==> src/rtl/qdma_request_arbiter.sv <==
// qdma_request_arbiter
//   Front-end for the QDMA transfer engine. Channels post 18-bit descriptors which are
//   accepted round-robin into a small FIFO. Descriptors are issued one at a time: the
//   fields are loaded, drq is raised until dack (or a timeout), then the block waits for
//   transfer_done. After every transfer, and after reset, the engine is re-armed by
//   holding dma_rst high for RST_CYCLES cycles.
//
// Ports
//   clk, rst_n          clock, asynchronous active-low reset
//   ch_req / ch_desc    per-channel request and descriptor, held until ch_ack
//   ch_ack              one-hot pulse, descriptor written into the queue
//   ch_done / ch_err    one-hot pulse to the originating channel: completed / timed out
//   drq, dack           request handshake with the engine
//   transfer_done       completion level from the engine
//   dma_rst             synchronous active-high reset to the engine
//   transfer_type ..    descriptor fields to the engine, stable from LOAD through RECOVER
//   busy                high whenever the issue FSM is not idle
//   q_count             number of queued descriptors
module qdma_request_arbiter #(
    parameter int unsigned NUM_CH     = 4,
    parameter int unsigned Q_DEPTH    = 4,
    parameter int unsigned TIMEOUT    = 64,
    parameter int unsigned RST_CYCLES = 2
) (
    input  logic                     clk,
    input  logic                     rst_n,
    input  logic [NUM_CH-1:0]        ch_req,
    input  logic [NUM_CH*18-1:0]     ch_desc,
    output logic [NUM_CH-1:0]        ch_ack,
    output logic [NUM_CH-1:0]        ch_done,
    output logic [NUM_CH-1:0]        ch_err,
    output logic                     drq,
    input  logic                     dack,
    input  logic                     transfer_done,
    output logic                     dma_rst,
    output logic [1:0]               transfer_type,
    output logic [2:0]               src_module,
    output logic [2:0]               dest_module,
    output logic [4:0]               src_address,
    output logic [4:0]               dest_address,
    output logic                     busy,
    output logic [$clog2(Q_DEPTH):0] q_count
);

    localparam int unsigned CH_W    = (NUM_CH > 1) ? $clog2(NUM_CH) : 1;
    localparam int unsigned PTR_W   = $clog2(Q_DEPTH);
    localparam int unsigned CNT_W   = PTR_W + 1;
    localparam int unsigned DESC_W  = 18;
    localparam int unsigned ENT_W   = CH_W + DESC_W;
    localparam int unsigned TMR_MAX = (TIMEOUT > RST_CYCLES) ? TIMEOUT : RST_CYCLES;
    localparam int unsigned TMR_W   = $clog2(TMR_MAX) + 1;

    typedef enum logic [2:0] {StIdle, StLoad, StReq, StBusy, StRecover} state_e;

    // ------------------------------------------------------------------
    // Descriptor queue and round-robin enqueue
    // ------------------------------------------------------------------
    logic [ENT_W-1:0]  mem_q [Q_DEPTH];
    logic [PTR_W-1:0]  wr_ptr_q, wr_ptr_d;
    logic [PTR_W-1:0]  rd_ptr_q, rd_ptr_d;
    logic [CNT_W-1:0]  count_q, count_d;
    logic [CH_W-1:0]   rr_q, rr_d;
    logic              grant_found;
    logic [CH_W-1:0]   grant_id;
    logic [CH_W-1:0]   scan_idx;
    logic [DESC_W-1:0] grant_desc;
    logic              push;
    logic              pop;

    // Scan from the farthest channel to the nearest so the channel closest after the
    // pointer is the last one written and therefore wins.
    always_comb begin
        grant_found = 1'b0;
        grant_id    = rr_q;
        scan_idx    = '0;
        for (int i = NUM_CH; i >= 1; i--) begin
            scan_idx = CH_W'((32'(rr_q) + 32'(i)) % NUM_CH);
            if (ch_req[scan_idx]) begin
                grant_found = 1'b1;
                grant_id    = scan_idx;
            end
        end
    end

    assign grant_desc = ch_desc[32'(grant_id)*DESC_W +: DESC_W];

    // Full is judged on the registered count, so a same-cycle pop never frees a slot.
    // Gated by rst_n so no channel sees an ack for a write the held-in-reset queue drops.
    assign push = rst_n && grant_found && (count_q < CNT_W'(Q_DEPTH));

    always_comb begin
        ch_ack = '0;
        if (push) begin
            ch_ack[grant_id] = 1'b1;
        end
    end

    // ------------------------------------------------------------------
    // Issue FSM
    // ------------------------------------------------------------------
    state_e            state_q, state_d;
    logic [TMR_W-1:0]  tmr_q, tmr_d;
    logic [CH_W-1:0]   id_q, id_d;
    logic [DESC_W-1:0] desc_q, desc_d;
    logic              drq_q, drq_d;
    logic              dma_rst_q, dma_rst_d;
    logic [NUM_CH-1:0] done_q, done_d;
    logic [NUM_CH-1:0] err_q, err_d;
    logic [ENT_W-1:0]  head;

    assign head = mem_q[rd_ptr_q];
    assign pop  = (state_q == StIdle) && (count_q != '0);

    always_comb begin
        count_d = count_q;
        if (push && !pop) begin
            count_d = count_q + CNT_W'(1);
        end else if (!push && pop) begin
            count_d = count_q - CNT_W'(1);
        end
        wr_ptr_d = push ? wr_ptr_q + PTR_W'(1) : wr_ptr_q;
        rd_ptr_d = pop ? rd_ptr_q + PTR_W'(1) : rd_ptr_q;
        rr_d     = push ? grant_id : rr_q;
    end

    always_comb begin
        state_d   = state_q;
        tmr_d     = tmr_q;
        id_d      = id_q;
        desc_d    = desc_q;
        drq_d     = drq_q;
        dma_rst_d = dma_rst_q;
        done_d    = '0;
        err_d     = '0;
        unique case (state_q)
            StIdle: begin
                if (count_q != '0) begin
                    desc_d  = head[DESC_W-1:0];
                    id_d    = head[ENT_W-1 -: CH_W];
                    state_d = StLoad;
                end
            end
            StLoad: begin
                // Fields have been stable for a cycle before drq rises.
                drq_d   = 1'b1;
                tmr_d   = '0;
                state_d = StReq;
            end
            StReq: begin
                if (dack) begin
                    drq_d   = 1'b0;
                    state_d = StBusy;
                end else if (tmr_q == TMR_W'(TIMEOUT - 1)) begin
                    drq_d      = 1'b0;
                    err_d[id_q] = 1'b1;
                    dma_rst_d  = 1'b1;
                    tmr_d      = '0;
                    state_d    = StRecover;
                end else begin
                    tmr_d = tmr_q + TMR_W'(1);
                end
            end
            StBusy: begin
                if (transfer_done) begin
                    done_d[id_q] = 1'b1;
                    dma_rst_d    = 1'b1;
                    tmr_d        = '0;
                    state_d      = StRecover;
                end
            end
            StRecover: begin
                if (tmr_q == TMR_W'(RST_CYCLES - 1)) begin
                    dma_rst_d = 1'b0;
                    state_d   = StIdle;
                end else begin
                    tmr_d = tmr_q + TMR_W'(1);
                end
            end
            default: state_d = StIdle;
        endcase
    end

    // Reset lands in RECOVER with dma_rst high so the engine always gets a full re-arm.
    always_ff @(posedge clk or negedge rst_n) begin
        if (!rst_n) begin
            wr_ptr_q  <= '0;
            rd_ptr_q  <= '0;
            count_q   <= '0;
            rr_q      <= CH_W'(NUM_CH - 1);
            state_q   <= StRecover;
            tmr_q     <= '0;
            id_q      <= '0;
            desc_q    <= '0;
            drq_q     <= 1'b0;
            dma_rst_q <= 1'b1;
            done_q    <= '0;
            err_q     <= '0;
        end else begin
            wr_ptr_q  <= wr_ptr_d;
            rd_ptr_q  <= rd_ptr_d;
            count_q   <= count_d;
            rr_q      <= rr_d;
            state_q   <= state_d;
            tmr_q     <= tmr_d;
            id_q      <= id_d;
            desc_q    <= desc_d;
            drq_q     <= drq_d;
            dma_rst_q <= dma_rst_d;
            done_q    <= done_d;
            err_q     <= err_d;
        end
    end

    // Storage needs no reset; validity is tracked by the pointers and count.
    always_ff @(posedge clk) begin
        if (push) begin
            mem_q[wr_ptr_q] <= {grant_id, grant_desc};
        end
    end

    assign ch_done       = done_q;
    assign ch_err        = err_q;
    assign drq           = drq_q;
    assign dma_rst       = dma_rst_q;
    assign transfer_type = desc_q[17:16];
    assign src_module    = desc_q[15:13];
    assign dest_module   = desc_q[12:10];
    assign src_address   = desc_q[9:5];
    assign dest_address  = desc_q[4:0];
    assign busy          = (state_q != StIdle);
    assign q_count       = count_q;

endmodule

==> config.mk <==
export PLATFORM = sky130hd
export DESIGN_NAME = qdma_request_arbiter
export DESIGN_NICKNAME = d
export VERILOG_FILES = /design/src/rtl/qdma_request_arbiter.sv
export SDC_FILE = /design/constraint.sdc
export NUM_CORES = 1
export LEC_CHECK = 0
export ABC_AREA = 1
export CAP_MARGIN = 20
export CORE_ASPECT_RATIO = 1.5
export CORE_MARGIN = 3
export CORE_UTILIZATION = 57
export CTS_CLUSTER_SIZE = 12
export DETAILED_ROUTE_END_ITERATION = 10
export GPL_TIMING_DRIVEN = 0
export PLACE_DENSITY = 0.86
export SLEW_MARGIN = 20
export SYNTH_ARGS = -nofsm -noshare
export SYNTH_HDL_FRONTEND = slang
export SYNTH_SLANG_ARGS = --single-unit
==> constraint.sdc <==
create_clock -name clk -period 4.6 [get_ports clk]
set_clock_uncertainty 0.05 [all_clocks]
set_input_delay 1.38 -clock clk [delete_from_list [all_inputs] [get_ports clk]]
set_output_delay 1.38 -clock clk [all_outputs]
set_load 0.02 [all_outputs]
Word level (Yosys, flattened, before mapping)
Memories as Yosys holds them, arrays and structs flattened. A register that Yosys moved wholly into a read port is not among the register bits.
Index checks and enable logic that the tools add are counted.
Widths: inputs -> output; s select.
- equality and inequality tests: 13
- multipliers: 1
- magnitude comparators: 9
- multiplexer cells: 49
- $add $sub $neg: 9
- reductions and logical operators: 22
- shift-type cells: 1
- operators by type and width (cell ; count):
    $shiftx 72x8->18 ; 1
    $mux 7 ; 4
    $pmux 7 s4 ; 1
    $mux 4 ; 6
    $mux 3 ; 7
    $lt 2x3->1 const B ; 6
    $mux 1 ; 18
    $pmux 3 s5 ; 1
    $ne 2x2->1 const B ; 5
    $reduce_bool 3->1 ; 3
    $add 2x1->2 const B ; 4
    $bmux 1 s2 ; 4
    $mux 2 ; 4
    $reduce_and 4->1 ; 2
    $add 7x1->7 const B ; 1
    $eq 7x1->1 const B ; 1
    $eq 7x6->1 const B ; 1
    $logic_and 1x1->1 ; 7
    $eq 3x2->1 const B ; 2
    $mul 2x4->6 const B ; 1
    $reduce_and 5->1 ; 1
    $add 2x2->2 const B ; 2
    $demux 1 s2 ; 2
    $ge 2x1->1 const B ; 2
    14 further kinds ; 18
- memories: 1
- logic and storage cells: 115
- input bits: 80
- output and inout port bits: 36
- memory bits (writable): 80
- flip-flop bits (word level): 29
- memories (name ; words ; bits a word ; read ports ; clocked after Yosys merged registers in ; write ports ; RTL line ; RTL):
    mem_q ; 4 ; 20 ; 1 ; 1 ; 1 ; 58 ; logic [ENT_W-1:0] mem_q [Q_DEPTH];

Depth between registers and ports, before layout
Gate-level depths: netlist (run 1).
- word-level depth: 13
- gate-level depth with buffers: 14
- mapped depth without buffers: 14

Worst setup path before layout (run 1)
Ideal clock, no wire load.
- path type: input -> output
- start: input ch_req[3]
- end: output ch_ack[0]
- path buffers: 1
- setup slack: 0.532 ns
- data required time: 3.170 ns
- cell stages on the path: 10
- arrival time: 2.638 ns
- cells stage by stage: inv_1 nand2_1 nand2_2 nand2_4 nand2_8 nand2_4 nand3_4 nand2_2 buf_2 nor3_1
- cells in the longest elaborated chain, start to end: 11
- elaborated cells between the ends (all ways): 24
- classes of those cells: 2 x order compare; 19 x mux; 3 x reduce/logical
- ends and longest elaborated chain (what ; RTL line ; RTL):
    start: declaration ; 27 ; input logic [NUM_CH-1:0] ch_req,
    $bmux 1 s2 ; 78 ; if (ch_req[scan_idx]) begin
    $mux 1 (implied by the code) ; 78 ;
    $mux 2 (3 in a row) ; 78 ;
    $mux 2 * ; 78 ;
    via grant_id[0] ; 64 ; logic [CH_W-1:0] grant_id;
    $lt 2x3->1 (implied by the code) or $ge 2x1->1 (tied branches) ; 94 ; ch_ack[grant_id] = 1'b1;
    $logic_and 1x1->1 (implied by the code) ; 94 ;
    $mux 1 (implied by the code) ; 94 ;
    $demux 1 s2 * ; 94 ;
    $mux 4 * ; 93 ; if (push) begin
    end: declaration ; 29 ; output logic [NUM_CH-1:0] ch_ack,
The timed path passes the listed nets; every way through them passes the cells marked *. The select of a mux whose other input is x is not followed.

Worst setup path in the final report (run 1)
- start: input ch_req[2]
- end: output ch_ack[1]
Same word-level chain as after synthesis.

==> results of run 1 <==
[Yosys cell counts (2+ instances only)]
library cell,n,area [um2]
sky130_fd_sc_hd__a21oi_1,6,30.03
sky130_fd_sc_hd__nand4_1,2,12.51
sky130_fd_sc_hd__edfxtp_1,80,2402
sky130_fd_sc_hd__nand2_1,129,484.2
sky130_fd_sc_hd__nor2_1,124,465.5
sky130_fd_sc_hd__dfrtp_1,45,1126
sky130_fd_sc_hd__nand3b_1,2,15.01
sky130_fd_sc_hd__ha_1,7,87.58
sky130_fd_sc_hd__buf_2,8,40.04
sky130_fd_sc_hd__nor3_1,6,30.03
sky130_fd_sc_hd__inv_1,72,270.3
sky130_fd_sc_hd__nand3_2,13,130.1
sky130_fd_sc_hd__inv_2,4,15.01
sky130_fd_sc_hd__nand3_1,70,350.3
sky130_fd_sc_hd__dfstp_2,4,105.1
sky130_fd_sc_hd__nand2_2,9,56.30
sky130_fd_sc_hd__a31oi_1,18,112.6
sky130_fd_sc_hd__nand2_4,4,45.04
sky130_fd_sc_hd__nand3_4,2,35.03
sky130_fd_sc_hd__o21ai_0,56,280.3
sky130_fd_sc_hd__clkbuf_1,14,52.55
sky130_fd_sc_hd__o22ai_1,3,18.77
sky130_fd_sc_hd__xor2_1,8,70.07
sky130_fd_sc_hd__buf_8,2,30.03
sky130_fd_sc_hd__buf_6,7,78.83
[flip-flops by register name (all words and copies together), names as in the netlist, 2 cells and up]
name	cells
ch_done	4
state_q	3
rd_ptr_q	2
q_count	3
wr_ptr_q	2
rr_q	2
ch_err	4
desc_q	18
mem_q	80
tmr_q	7
id_q	2
[timing repair]
| action | in CTS | in global routing |
|---|---|---|
| hold endpoints to repair | 0 | 0 |
| setup buffers | 1 | 0 |
| setup endpoints to repair | 4 | 4 |
| cloned | 0 | 0 |
| pin swaps | 1 | 0 |
| hold buffers | 0 | 0 |
| gates resized for setup | 19 | 6 |
[layout make-up]
cell class / instances / area, um2
buffer: 33 / 221.5
clock buffer: 17 / 425.4
clock inverter: 15 / 161.4
fill: 724 / 2581
inverter: 76 / 287.8
multi-input combinational: 469 / 2356
sequential: 129 / 3633
tap: 147 / 183.9
timing repair buffer: 121 / 1205
[power by group]
| group | internal, mW | switching [mW] | total, mW |
|---|---|---|---|
| registers | 1.89 | 0.154 | 2.04 |
| logic | 1.14 | 2.20 | 3.34 |
| clock network | 0.801 | 0.512 | 1.31 |
| total | 3.83 | 2.87 | 6.70 |
[worst max path at each step]
stage	from	end	slack, ns	cells past startpoint
after global routing	ch_req[2]	ch_ack[1]	-0.002	13
final	ch_req[2]	ch_ack[1]	0.10	13
after global placement	rst_n	ch_ack[3]	-1.73	8
after CTS	ch_req[3]	ch_ack[0]	0.02	11
after detailed placement	ch_req[2]	ch_ack[1]	-0.48	13
after floorplan	ch_req[3]	ch_ack[0]	0.53	10
[kinds of logic after synthesis]
kind of cell | Yosys count | synth area share
AO/OA/AOI/OAI | 86 | 0.07357
XOR/XNOR | 9 | 0.01220
adder cells (fa/ha/maj) | 8 | 0.01665
buffers and inverters | 109 | 0.07706
flip-flops | 129 | 0.5622
AND/OR/NAND/NOR | 366 | 0.2583
[stage by stage]
step | utilization | area (um2) | hold WS (ns) | instances | TNS, ns
floorplan | - | 6462 | 0.4441 | 707 | 0
global placement | 0.7053 | 7797 | 0.4004 | 969 | -101.10
detailed placement | 0.7120 | 7871 | 0.4078 | 974 | -1.626
CTS | 0.7663 | 8472 | 0.4169 | 1007 | 0
global route | 0.7665 | 8474 | 0.4520 | 1007 | -0.001966
finish | 0.7665 | 8474 | 0.4134 | 1007 | 0
[worst register-to-register path, delay by kind of cell (launching register included)]
kind	cells	cell delay (ns)
buffers and inverters	3	0.53
DFF	1	0.56
and+or+nand+nor	7	1.21
[routing by layer]
metal,track usage,share of wire,vias up
met5,0,0,-
met3,0.04264,0.065,79
met4,0.1614,0.046,0
met1,0.2902,0.34,2628
met2,0.5066,0.55,328
li1,-,-,2610
==> qor.csv, run 1 <==
metric;value;unit
number_of_buffers_inserted_during_clock_tree_synthesis;17;
power_density;790.6;nW/um2
r2r_end;mem_q[3][3];
timing.critical_path.cells;clkdlybuf4s50_1 > inv_1 > nand2_1 > nand3_2 > nand2_4 > inv_2 > nand2_4 > nand3_4 > nand2_2 > buf_6 > nand2_1 > nor2_1 > buf_2;
grt_start_max_net_pins;29;
antenna_diodes;0;
syn_inst;707;
synth_nets;795;
max_slew_margin;0.4804;
die_w;92.94;um
track_usage;0.2743;
worstMarginPinSlew;0.7786;ns
critical_path_class;in -> out;
layout.cells.most_common_list;sky130_fd_sc_hd__nand2_1, sky130_fd_sc_hd__nor2_1, sky130_fd_sc_hd__clkdlybuf4s50_1;
period_needed;4.500;ns
ys.flop_type;sky130_fd_sc_hd__edfxtp_1;
ant_nets;0;
placement.io_buffers;115;
wirelength;16980;um
setup.worst_path.end_class;primary output;
syn-cell-area;6462;um2
drtPass1Iterations;5;
ys_seq_area_frac;0.5622;
start_util;0.5845;
timing.critical_path.from_type;input pin;
hold_start;dma_rst;
worst_path_fanout_max;13;
hold_violations_final;0;
max_clock_freq;0.2222;GHz
r2r-start;rr_q[0];
timing.final.crit_share;0.9783;
status;finished clean;
drive_gt1_frac;0.1221;
clk_pin_slew;0.06;ns
routedWlPerCell;16.86;um
synthToLayoutAreaGrowth;31.13;%
drt-initial-drc-count;483;
cts.path.max_buffers;2;
cpPeakStageDelay;0.49;ns
total_leakage_power;3.679;nW
min-delay-path-class;reg -> reg;
total_i_o_pin_count;116;
critPathBufInv;5;
htree_num_levels;4;
r2r_slack;1.96;ns
number_of_setup_violations_in_the_final_report;0;
first_pass_grt_wire_length;26600;um
postSynth.asyncResetShare;0.3798;
rows;47;
max-vdd-ir-drop;0.5953;mV
yosys_warnings;0;
vias;5645;
ctsRootBufferMaster;sky130_fd_sc_hd__clkbuf_16;
globalRoute.totalOverflow;0;
power.total;6.700;mW
timing.max_cap.violations;0;
dieArea;12680;um2
critical_path_required;3.17;ns
yosys_register_bits;129;
hold_path_sink;dma_rst;
fp.coreArea;11060;um2
setup_slack;0.1000;ns
latest_clock_arrival_within_the_worst_skew_pair;0.42;ns
globalplace.congestion;0.8790;
arrival;3.07;ns
synth_enable_flop_cells;80;
numClockSinks;129;
cts_tree;built;
slew_violations;0;
first_global_vias;5644;
detailed_place_hpwl;11840;um
die_h;136.4;um
antenna_found_initial;0;
path_delay_family;buffers and inverters;
nets;935;
synth.avg_cell_area;9.141;um2
worst_path_max_delay_cell;sky130_fd_sc_hd__clkdlybuf4s50_1;
distinct_cell_type_count_after_synthesis;37;
layout_commonest_cell;sky130_fd_sc_hd__nand2_1;
drt-vias-per-instance;5.606;
worst-r2r-cell-count;10;
worst_hold_path.num_cells;2;
pre_cts_ws;-0.4761;ns
drc;0;
No activity file was read; power rests on OpenSTA's default activity.
==> run 2: changes to the inputs <==
Settings changed: CTS_CLUSTER_DIAMETER set to 120.
==> results of run 2 <==
Same layout as run 1: the final DEF is identical, and so are final timing and power.
